File: src/rtl/ip4_rtl_pkg.sv
// Shared types and FP32 helpers for the ip4 datapath blocks.
// Ordering key maps IEEE754 single to an unsigned integer with the same total order.
package ip4_rtl_pkg;

   typedef enum logic [1:0] {RDC_IDLE, RDC_ACC, RDC_DONE} rdc_st_t;

   localparam int WID_RDC_LEN = 8;
   typedef bit [WID_RDC_LEN-1:0] rdc_len_t;

   function automatic logic fp_is_nan(input logic [31:0] v);
      return (v[30:23] == 8'hFF) && (v[22:0] != 23'd0);
   endfunction

   function automatic logic fp_is_zero(input logic [31:0] v);
      return (v[30:0] == 31'd0);
   endfunction

   // Negative values invert so larger magnitudes sort lower; positives get the top bit set.
   function automatic logic [31:0] fp_key(input logic [31:0] v);
      return v[31] ? ~v : {1'b1, v[30:0]};
   endfunction

endpackage

File: src/rtl/ip4_fcmp.sv
// Combinational FP32 comparator: relation flags, min/max select, signalling-NaN status.
// +0 and -0 compare equal; any NaN operand yields uo with lt/eq/gt all low.
module ip4_fcmp
   import ip4_rtl_pkg::*;
(
   input  logic [31:0] op0,
   input  logic [31:0] op1,
   output logic        lt,
   output logic        eq,
   output logic        gt,
   output logic        uo,
   output logic [31:0] max,
   output logic [31:0] min,
   output logic        st0,
   output logic        st1
);

   logic nan0;
   logic nan1;
   logic key_lt;

   always_comb begin
      nan0   = fp_is_nan(op0);
      nan1   = fp_is_nan(op1);
      uo     = nan0 | nan1;
      key_lt = fp_key(op0) < fp_key(op1);
      eq     = !uo && ((op0 == op1) || (fp_is_zero(op0) && fp_is_zero(op1)));
      lt     = !uo && !eq && key_lt;
      gt     = !uo && !eq && !key_lt;
      max    = gt ? op0 : op1;
      min    = lt ? op0 : op1;
      st0    = nan0 && !op0[22];
      st1    = nan1 && !op1[22];
   end

endmodule

File: src/rtl/ip4_fcmp_rdc.sv
// Streaming FP32 min/max reduction: one element per cycle in, one result per vector out.
// Result appears the cycle after the last element is accepted and is held until out_rdy.
module ip4_fcmp_rdc
   import ip4_rtl_pkg::*;
#(
   parameter int WID_LEN = WID_RDC_LEN
)
(
   input  logic               clk,
   input  logic               rst_n,
   input  logic               start,
   input  logic               op_min,
   input  logic [WID_LEN-1:0] len,
   input  logic               in_vld,
   output logic               in_rdy,
   input  logic [31:0]        in_dat,
   output logic               out_vld,
   input  logic               out_rdy,
   output logic [31:0]        out_dat,
   output logic [WID_LEN-1:0] out_idx,
   output logic               out_uo,
   output logic               out_emp,
   output logic               busy
);

   localparam logic [WID_LEN-1:0] ONE = 1;

   rdc_st_t            st;
   logic               op_min_q;
   logic [WID_LEN-1:0] len_q;
   logic [WID_LEN-1:0] cnt_q;
   logic [WID_LEN-1:0] idx_q;
   logic [31:0]        acc_q;
   logic               have_q;
   logic               uo_q;

   logic               cmp_lt;
   logic               cmp_eq_unused;
   logic               cmp_gt;
   logic               cmp_uo;
   logic [31:0]        cmp_max_unused;
   logic [31:0]        cmp_min_unused;
   logic               cmp_st0_unused;
   logic               cmp_st1_unused;

   logic               xfer;
   logic               take;
   logic [31:0]        acc_n;
   logic [WID_LEN-1:0] idx_n;
   logic               have_n;
   logic               uo_n;

   ip4_fcmp u_cmp (
      .op0 (in_dat),
      .op1 (acc_q),
      .lt  (cmp_lt),
      .eq  (cmp_eq_unused),
      .gt  (cmp_gt),
      .uo  (cmp_uo),
      .max (cmp_max_unused),
      .min (cmp_min_unused),
      .st0 (cmp_st0_unused),
      .st1 (cmp_st1_unused)
   );

   assign in_rdy = (st == RDC_ACC);
   assign busy   = (st != RDC_IDLE);

   // Strict lt/gt means ties never replace, so the lower index wins.
   always_comb begin
      xfer   = in_vld && in_rdy;
      take   = xfer && !cmp_uo && (!have_q || (op_min_q ? cmp_lt : cmp_gt));
      acc_n  = take ? in_dat : acc_q;
      idx_n  = take ? cnt_q  : idx_q;
      have_n = have_q | take;
      uo_n   = uo_q | (xfer && cmp_uo);
   end

   always_ff @(posedge clk or negedge rst_n) begin
      if (!rst_n) begin
         st       <= RDC_IDLE;
         op_min_q <= 1'b0;
         len_q    <= '0;
         cnt_q    <= '0;
         idx_q    <= '0;
         acc_q    <= '0;
         have_q   <= 1'b0;
         uo_q     <= 1'b0;
         out_vld  <= 1'b0;
         out_dat  <= '0;
         out_idx  <= '0;
         out_uo   <= 1'b0;
         out_emp  <= 1'b0;
      end else begin
         case (st)
            RDC_IDLE: begin
               if (start) begin
                  op_min_q <= op_min;
                  len_q    <= len;
                  cnt_q    <= '0;
                  idx_q    <= '0;
                  acc_q    <= '0;
                  have_q   <= 1'b0;
                  uo_q     <= 1'b0;
                  if (len == '0) begin
                     st      <= RDC_DONE;
                     out_vld <= 1'b1;
                     out_dat <= '0;
                     out_idx <= '0;
                     out_uo  <= 1'b0;
                     out_emp <= 1'b1;
                  end else begin
                     st <= RDC_ACC;
                  end
               end
            end
            RDC_ACC: begin
               if (xfer) begin
                  acc_q  <= acc_n;
                  idx_q  <= idx_n;
                  have_q <= have_n;
                  uo_q   <= uo_n;
                  cnt_q  <= cnt_q + ONE;
                  if (cnt_q == len_q - ONE) begin
                     st      <= RDC_DONE;
                     out_vld <= 1'b1;
                     out_dat <= acc_n;
                     out_idx <= idx_n;
                     out_uo  <= uo_n;
                     out_emp <= !have_n;
                  end
               end
            end
            RDC_DONE: begin
               if (out_rdy) begin
                  out_vld <= 1'b0;
                  st      <= RDC_IDLE;
               end
            end
            default: st <= RDC_IDLE;
         endcase
      end
   end

endmodule

File: config.mk
export PLATFORM = sky130hd
export DESIGN_NAME = ip4_fcmp_rdc
export DESIGN_NICKNAME = d
export VERILOG_FILES = /design/src/rtl/ip4_rtl_pkg.sv /design/src/rtl/ip4_fcmp.sv /design/src/rtl/ip4_fcmp_rdc.sv
export SDC_FILE = /design/constraint.sdc
export NUM_CORES = 1
export LEC_CHECK = 0
export ABC_AREA = 1
export CORE_MARGIN = 4
export CORE_UTILIZATION = 50
export DETAILED_ROUTE_END_ITERATION = 7
export MAX_ROUTING_LAYER = met4
export PLACE_DENSITY = 0.69
export SETUP_SLACK_MARGIN = 0.1
export SYNTH_ARGS = -nofsm -noshare
export SYNTH_HDL_FRONTEND = slang
export SYNTH_HIERARCHICAL = 1
export SYNTH_SLANG_ARGS = --single-unit
File: constraint.sdc
create_clock -name clk -period 7.4 [get_ports clk]
set_input_delay 1.85 -clock clk [delete_from_list [all_inputs] [get_ports clk]]
set_output_delay 1.85 -clock clk [all_outputs]
set_load 0.02 [all_outputs]
### After elaboration in Yosys (flattened, before gate mapping)

Cells that the tools add are included.

| storage, ports and cells | value |
|---|---|
| register bits after elaboration | 104 |
| latch bits | 0 |
| RAM bits | 0 |
| memory bits (read-only) | 0 |
| input bits | 46 |
| word-level logic and storage cells | 112 |
| memories | 0 |

| cells by class | value |
|---|---|
| add/subtract/negate cells | 2 |
| multiply operators | 0 |
| div/mod/pow operators | 0 |
| $lt $le $gt $ge | 1 |
| equality and inequality tests | 11 |
| shift operators | 0 |
| multiplexer cells | 48 |
| bitwise logic cells | 5 |
| reduce and logical (&&, ||, !) cells | 32 |

Operators with widths:

| cell | count |
|---|---|
| 32-bit two-way mux | 9 |
| 32-bit case mux with 2 select lines | 2 |
| 8-bit two-way mux | 8 |
| 32-bit inverter | 2 |
| 31-bit zero test | 2 |
| 8-bit case mux with 2 select lines | 3 |
| 23-bit nonzero test | 2 |
| 32-bit equality test | 1 |
| 32-bit less-than comparator | 1 |
| 8-bit equality test, second input constant | 2 |
| 1-bit two-way mux | 15 |
| 1-bit logical AND | 11 |
| 2-bit two-way mux | 5 |
| 8-bit by 1-bit adder with 8-bit output, second input constant | 1 |
| 8-bit equality test | 1 |
| 8-bit zero test | 1 |
| 1-bit case mux with 2 select lines | 4 |
| 8-bit by 1-bit subtractor with 8-bit output, second input constant | 1 |
| 2-bit != test, second input constant | 3 |
| 2-bit case mux with 3 select lines | 1 |
| 6-bit AND reduction | 1 |
| 1-bit zero test | 5 |
| 5-bit AND reduction | 1 |
| 2-bit by 1-bit != test with 1-bit output, second input constant | 2 |
| 11 further kinds | 15 |

### Longest topological paths before layout

Gate-level depths: netlist (run 1).

| logic depth | value |
|---|---|
| word-level depth | 16 |
| mapped depth | 27 |

### By module

The synthesis (run 1) kept the hierarchy.

Modules (own cells, without submodules):

| module | instances | cells an instance | area an instance (um2) |
|---|---|---|---|
| ip4_fcmp_rdc | 1 | 673 | 5,192.5 |
| ip4_fcmp | 1 | 571 | 3,120.5 |

### Worst setup path before layout (run 1)

No wires, ideal clock.

| timing path | value |
|---|---|
| kind | input-to-reg |
| from | input in_dat[31] |
| to | register out_dat[16] |
| library setup time | 117 ps |
| arrival | 4,917 ps |
| data required time | 7,283 ps |
| setup slack | 2,366 ps |
| stages | 22 |
| path through | buf_2 buf_1 xor2_1 ha_1 nand2_1 nor2_1 nand2_1 nor4b_1 nand2_2 nand2_2 nand2_2 buf_2 inv_1 inv_1 o211ai_1 nand2_1 buf_4 buf_6 nand2_1 nand2_1 nand4_1 nand2_1 |

| between the ends | value |
|---|---|
| longest elaborated chain between the ends | 13 |

Ends and longest elaborated chain:

| what | line | source |
|---|---|---|
| from (decl) | ip4_fcmp_rdc.sv:16 | `input logic [31:0] in_dat,` |
| branches (longest 5 deep; another with 32-bit less-than comparator) | - |  |
| 1-bit logical AND * | ip4_fcmp.sv:29 | `gt = !uo && !eq && !key_lt;` |
| net cmp_gt | ip4_fcmp_rdc.sv:39 | `logic cmp_gt;` |
| 1-bit two-way mux * | ip4_fcmp_rdc.sv:72 | `take = xfer && !cmp_uo && (!have_q \|\| (op_min_q ? cmp_lt : cmp_gt));` |
| 1-bit logical OR * | ip4_fcmp_rdc.sv:72 |  |
| 1-bit logical AND * | ip4_fcmp_rdc.sv:72 |  |
| 32-bit two-way mux * | ip4_fcmp_rdc.sv:73 | `acc_n = take ? in_dat : acc_q;` |
| 32-bit two-way mux * | ip4_fcmp_rdc.sv:124 | `if (cnt_q == len_q - ONE) begin` |
| 32-bit two-way mux * | ip4_fcmp_rdc.sv:118 | `if (xfer) begin` |
| 32-bit case mux with 2 select lines * | ip4_fcmp_rdc.sv:95 | `case (st)` |
| to (signal assigned) | ip4_fcmp_rdc.sv:127 | `out_dat <= acc_n;` |
| to (decl) | ip4_fcmp_rdc.sv:19 | `output logic [31:0] out_dat,` |

Mark *: on every way through the listed nets, which the timed path passes. The select of a mux whose other input is x is not followed.
A chain may end at the register's enable or synchronous reset.

### Worst setup path in the final report (run 1)

| timing path | value |
|---|---|
| from | input in_dat[31] |
| to | register out_dat[14] |

Same word-level chain as after synthesis.

==> impl_metrics.env, run 1 <==
export IMPL_hpwlAfterDp_mm=14.5
export IMPL_area_growth_pct=15.4
export IMPL_drt_wirelength_per_cell_um=16.1
export IMPL_maxSlewHeadroom_pct=36.3
export IMPL_die_h_um=129
export IMPL_yosys_warnings=6
export IMPL_p_comb_share_pct=51.1
export IMPL_row_count=43
export IMPL_crit_fanout=33
export IMPL_hold_violations=0
export IMPL_port_buffer_count=90
export IMPL_path_cells="buf_2 -> xor2_1 -> ha_1 -> nand2_1 -> nor2_1 -> nand2_1 -> nor4b_1 -> nand2_2 -> nand2_2 -> nand2_2 -> inv_1 -> inv_1 -> o211ai_1 -> buf_4 -> nand2_1 -> buf_4 -> nand2_1 -> nand2_1 -> nand4_1 -> nand2_1"
export IMPL_antenna_found_initial=0
export IMPL_synth_area_sq_mm=0.00733
export IMPL_num_vias=6936
export IMPL_drt_pass1_iter_count=5
export IMPL_synth_nets=1108
export IMPL_worstPathRequired_ps=7640
export IMPL_grt_max_degree=83
export IMPL_routed_wl_mm=20.3
export IMPL_cp_slowest_cell="buf_2"
export IMPL_cts_buffer_depth=2
export IMPL_drv_cap=0
export IMPL_finClkSkew_ps=9.06
export IMPL_cp_slowest_stage_delay_ps=680
export IMPL_gr_usage_met3_pct=4.41
export IMPL_total_power_mw=2.60
export IMPL_grt_pass1_wl_mm=33.1
export IMPL_fin_hold_ws_ps=473
export IMPL_route_detailed_drc=0
export IMPL_crit_top_cell="nand2_1"
export IMPL_grtUsageMet2_pct=38.1
export IMPL_core_sq_mm=0.0141
export IMPL_nets=1158
export IMPL_post_cts_resized=0
export IMPL_hold_buffers=0
export IMPL_htreeDepth=3
export IMPL_cts_buffers=9
export IMPL_multi_input_area_sq_mm=0.00411
export IMPL_p_leak_nw=4.16
export IMPL_fillCellCount=1365
export IMPL_grt_pass1_vias=6403
export IMPL_max_freq_mhz=182
export IMPL_root_buffer="clkbuf_16"
export IMPL_syn_area_per_cell_sq_um=7.12
export IMPL_layout_drive_gt1_share_pct=4.52
export IMPL_final_common_cell="nand2_1"
export IMPL_busiest_layer="met2"
export IMPL_grt_overflow=0
export IMPL_tritoncts="done"
export IMPL_endpoint_kind="flop"
export IMPL_via_per_inst=5.49
export IMPL_holdCritPathClass="reg2reg"
export IMPL_switching_share_pct=47.7
export IMPL_start_util_pct=52.0
export IMPL_die_w_um=129
export IMPL_clk_latency_ps=360
export IMPL_seqCellArea_sq_mm=0.00260
export IMPL_clkTransAtPathRegs_ps=70
export IMPL_cts_setup_buffers=0
export IMPL_p_clk_share_pct=18.5
export IMPL_powerDensity_mw_per_mm2=308
export IMPL_setup_viol=0
export IMPL_worstPathArrival_ps=5750
export IMPL_grt_util_met1_pct=37.6
export IMPL_clkSinkCount=104
export IMPL_diodes=0
export IMPL_post_route_period_util_pct=74.4
export IMPL_die_area_sq_mm=0.0167
export IMPL_fin_crit_ps=5510
export IMPL_power_internal_mw=1.36
export IMPL_status="completed"
export IMPL_grt_use_total_pct=25.8
export IMPL_layout_cells_most_common_list="370 x nand2_1, 104 x dfrtp_1, 100 x nand3_1"
export IMPL_start_kind="input pin"
export IMPL_synthCells=1029
export IMPL_slew_violations=0
export IMPL_gp_congestion=0.952
export IMPL_drt_iter0_markers=686
export IMPL_vdd_ir_drop_max_uv=309
export IMPL_antenna_left=0
export IMPL_crit_type="in2reg"
export IMPL_tightest_slew_ps=953
export IMPL_ios=91
export IMPL_grt_setup_unrepaired="no"
export IMPL_p_switching_mw=1.24
export IMPL_fin_setup_tns_ps=0
export IMPL_seqPwrFrac_pct=30.5
## worst max-delay path, delay by kind of cell
kind	cells	cell delay, ps
buf+inv	5	1520
compound gates	1	140
simple gates	12	1690
xor+xnor	1	160
fa+ha+maj	1	320
## stage by stage
stage | cells | area, sq um | utilization [%] | setup WS, ps
2_1_floorplan | 1029 | 7330 | - | 2590
6_report | 1264 | 8460 | 60.0 | 1890
5_1_grt | 1264 | 8460 | 60.0 | 1490
3_5_place_dp | 1248 | 8170 | 58.0 | 1560
3_3_place_gp | 1248 | 8170 | 58.0 | 1690
4_1_cts | 1264 | 8460 | 60.0 | 1930
## final cells by class
cell class	instances	share of cell area, %
Tap cell	180	2.66
Clock inverter	5	0.680
Clock buffer	11	2.75
Timing Repair Buffer	98	11.3
Sequential cell	104	30.8
Inverter	75	3.33
Multi-Input combinational cell	791	48.6
## per-layer routing
layer	up-vias	part of all wire, %
met2	249	45
met4	0	1.3
met1	3230	47
met5	-	0
met3	21	6.7
li1	3436	-
## power by group through the flow
| stage | clock network (mW) | registers (mW) | logic, mW |
|---|---|---|---|
| floorplan | 0 | 0.761 | 1.05 |
| global placement | 0 | 0.799 | 1.30 |
| detailed placement | 0 | 0.799 | 1.31 |
| CTS | 0.486 | 0.790 | 1.32 |
| global route | 0.512 | 0.808 | 1.51 |
| finish | 0.480 | 0.793 | 1.33 |
## final timing paths
check	startpoint	to	slack (ps)	cells past startpoint
min in group asynchronous	rst_n	acc_q[11]$_DFFE_PN0P_	1490	1
worst max register to register	acc_q[31]$_DFFE_PN0P_	out_dat[14]$_DFFE_PN0P_	3320	20
worst max-delay path	in_dat[31]	out_dat[14]$_DFFE_PN0P_	1890	20
worst min-delay path	out_dat[22]$_DFFE_PN0P_	out_dat[22]$_DFFE_PN0P_	470	2
max in group asynchronous	rst_n	len_q[6]$_DFFE_PN0P_	4680	2
worst min register to register	out_dat[22]$_DFFE_PN0P_	out_dat[22]$_DFFE_PN0P_	470	2
## state kept, by name (all words and copies together) (netlist names)
name      flops
acc_q        32
cnt_q         8
have_q        1
idx_q         8
len_q         8
op_min_q      1
out_dat      32
out_emp       1
out_idx       8
out_uo        1
out_vld       1
st            2
uo_q          1
(Power assumes the default switching activity.)
==> run 2: changes to the inputs <==
--- a/config.mk
+++ b/config.mk
@@ -10,7 +10,7 @@
 export CORE_UTILIZATION = 50
 export DETAILED_ROUTE_END_ITERATION = 7
 export MAX_ROUTING_LAYER = met4
-export PLACE_DENSITY = 0.69
+export PLACE_DENSITY = 0.72
 export SETUP_SLACK_MARGIN = 0.1
 export SYNTH_ARGS = -nofsm -noshare
 export SYNTH_HDL_FRONTEND = slang
==> constraint.sdc (replaced) <==
create_clock -name clk -period 4.75 [get_ports clk]
set_input_delay 1.1875 -clock clk [delete_from_list [all_inputs] [get_ports clk]]
set_output_delay 1.1875 -clock clk [all_outputs]
set_load 0.02 [all_outputs]
==> run 2 against run 1 <==
Compared with the run above: clock power rose by 61%; combinational power rose by 59%; hold slack improved by 2.2 ps; first-iteration DRC count rose by 9.2%; largest cell class unchanged; critical path depth fell by 2; sequential cell count did not move; critical endpoint is now out_dat[4]$_DFFE_PN0P_; routed wire length rose by 2.0%; die area did not move; design area rose by 1.3%; largest power group unchanged; highest routed layer unchanged.
==> impl_metrics.env, run 2 (synthesis results as in run 1) <==
export IMPL_worstPathArrival_ps=4280
export IMPL_grt_max_degree=85
export IMPL_fin_setup_tns_ps=0
export IMPL_htreeDepth=3
export IMPL_cts_buffers=9
export IMPL_drt_wirelength_per_cell_um=16.3
export IMPL_die_area_sq_mm=0.0167
export IMPL_layout_drive_gt1_share_pct=5.40
export IMPL_status="completed"
export IMPL_timing_reg2reg_setup_slack_ps=1230
export IMPL_endpoint_kind="flop"
export IMPL_cts_setup_buffers=0
export IMPL_worstPathRequired_ps=5040
export IMPL_fin_hold_ws_ps=475
export IMPL_via_per_inst=5.53
export IMPL_instances_no_fill=1272
export IMPL_nets=1166
export IMPL_grt_pass1_wl_mm=33.8
export IMPL_drt_iter0_markers=749
export IMPL_min_path_cells=2
export IMPL_post_route_period_util_pct=83.9
export IMPL_p_leak_nw=4.22
export IMPL_clk_latency_ps=360
export IMPL_grt_use_total_pct=26.4
export IMPL_root_buffer="clkbuf_16"
export IMPL_final_common_cell="nand2_1"
export IMPL_rr_endpoint="out_dat[4]$_DFFE_PN0P_"
export IMPL_placed_area_sq_mm=0.00827
export IMPL_timing_final_ws_setup_ps=763
export IMPL_final_cell_area_sq_mm=0.00857
export IMPL_seqPwrFrac_pct=30.3
export IMPL_holdCritPathClass="reg2reg"
export IMPL_layout_cells_most_common_list="370 x nand2_1, 104 x dfrtp_1, 100 x nand3_1"
export IMPL_clkTransAtPathRegs_ps=70
export IMPL_powerDensity_mw_per_mm2=482
export IMPL_pre_cts_ws_ps=439
export IMPL_die_w_um=129
export IMPL_startpoint="in_dat[29]"
export IMPL_finClkSkew_ps=7.87
export IMPL_num_vias=7033
export IMPL_core_sq_mm=0.0141
export IMPL_total_power_mw=4.13
export IMPL_worstRegToRegCells=18
export IMPL_crit_fanout=32
export IMPL_tritoncts="done"
export IMPL_grt_overflow=0
export IMPL_p_comb_share_pct=51.1
export IMPL_switching_share_pct=47.8
export IMPL_max_freq_mhz=251
export IMPL_hold_buffers=0
export IMPL_r2r_start="acc_q[31]$_DFFE_PN0P_"
export IMPL_p_clk_share_pct=18.7
export IMPL_gp_congestion=1.03
export IMPL_post_cts_resized=0
export IMPL_power_internal_mw=2.16
export IMPL_drt_pass1_iter_count=5
export IMPL_antenna_found_initial=0
export IMPL_routed_wl_mm=20.8
export IMPL_min_from="out_idx[7]$_DFFE_PN0P_"
export IMPL_dpl_cell_count=1256
export IMPL_grt_pass1_vias=6510
export IMPL_final_util_pct=60.8
export IMPL_hpwlAfterDp_mm=14.9
export IMPL_whs_endpoint="out_idx[7]$_DFFE_PN0P_"
export IMPL_crit_type="in2reg"
export IMPL_fin_crit_ps=3990
export IMPL_start_util_pct=52.0
export IMPL_reg_top3="acc_q (32), out_dat (32)"
export IMPL_fillCellCount=1353
export IMPL_p_switching_mw=1.97
export IMPL_row_count=43
export IMPL_hold_violations=0
export IMPL_grt_setup_unrepaired="no"
export IMPL_route_detailed_drc=0
export IMPL_antenna_left=0
export IMPL_die_h_um=129
export IMPL_area_growth_pct=17.0
export IMPL_tightest_slew_ps=841
export IMPL_cts_buffer_depth=2
export IMPL_setup_viol=0
export IMPL_maxSlewHeadroom_pct=43.9
export IMPL_diodes=0
export IMPL_multi_input_area_sq_mm=0.00411
export IMPL_clkSinkCount=104
export IMPL_start_kind="input pin"
export IMPL_slew_violations=0
export IMPL_ios=91
export IMPL_drv_cap=0
export IMPL_port_buffer_count=90
export IMPL_seqCellArea_sq_mm=0.00260
export IMPL_vdd_ir_drop_max_uv=488
## run 2: cell count changes in the layout (fill, tap and decap cells not counted), sizes merged
cell | before | now
clkbuf | 11 | 9
inv | 73 | 77
clkinv | 6 | 3
clkinvlp | 0 | 1
buf | 10 | 18
## run 2: per-layer routing
metal | GRT usage [%] | part of all wire [%] | vias to the layer above
met1 | 38.4 | 46 | 3260
met2 | 37.4 | 44 | 288
met4 | 7.91 | 1.9 | 0
met3 | 4.91 | 8.0 | 30
met5 | - | 0 | -
li1 | - | - | 3455
## run 2: worst max-delay path, stage by stage
cell and delay (ps):
clkdlybuf4s50_1 540, xor2_1 210, ha_1 310, nand2_1 50, nor2_1 110, nand2_1 90, nor4b_1 340, nand2_2 120
nand2_2 80, nand2_2 40, inv_1 40, inv_1 30, o211ai_1 200, buf_4 370, nand3_1 190, nand2_1 120
nand4_1 110, nand2_1 120
## run 2: power by group through the flow
stage          combinational [mW]  sequential, mW  clock (mW)
2_1_floorplan                1.64            1.19           0
3_3_place_gp                 2.06            1.26           0
3_5_place_dp                 2.08            1.26           0
4_1_cts                      2.10            1.24       0.785
5_1_grt                      2.38            1.27       0.821
6_report                     2.11            1.25       0.773
## run 2: how the worst max path moves through the flow
stage                                   end  slack (ps)  cells after the start
global placement    out_dat[18]$_DFFE_PN0P_         480                     18
finish               out_dat[4]$_DFFE_PN0P_         760                     18
CTS                  out_dat[4]$_DFFE_PN0P_         780                     18
detailed placement   out_dat[4]$_DFFE_PN0P_         440                     18
global route         out_dat[2]$_DFFE_PN0P_         490                     18
floorplan           out_dat[16]$_DFFE_PN0P_         600                     22
## run 2: layout make-up
type	count	area share, %
Clock buffer	9	2.63
Clock inverter	7	0.905
Inverter	75	3.28
Multi-Input combinational cell	791	47.9
Sequential cell	104	30.4
Tap cell	180	2.63
Timing Repair Buffer	106	12.3
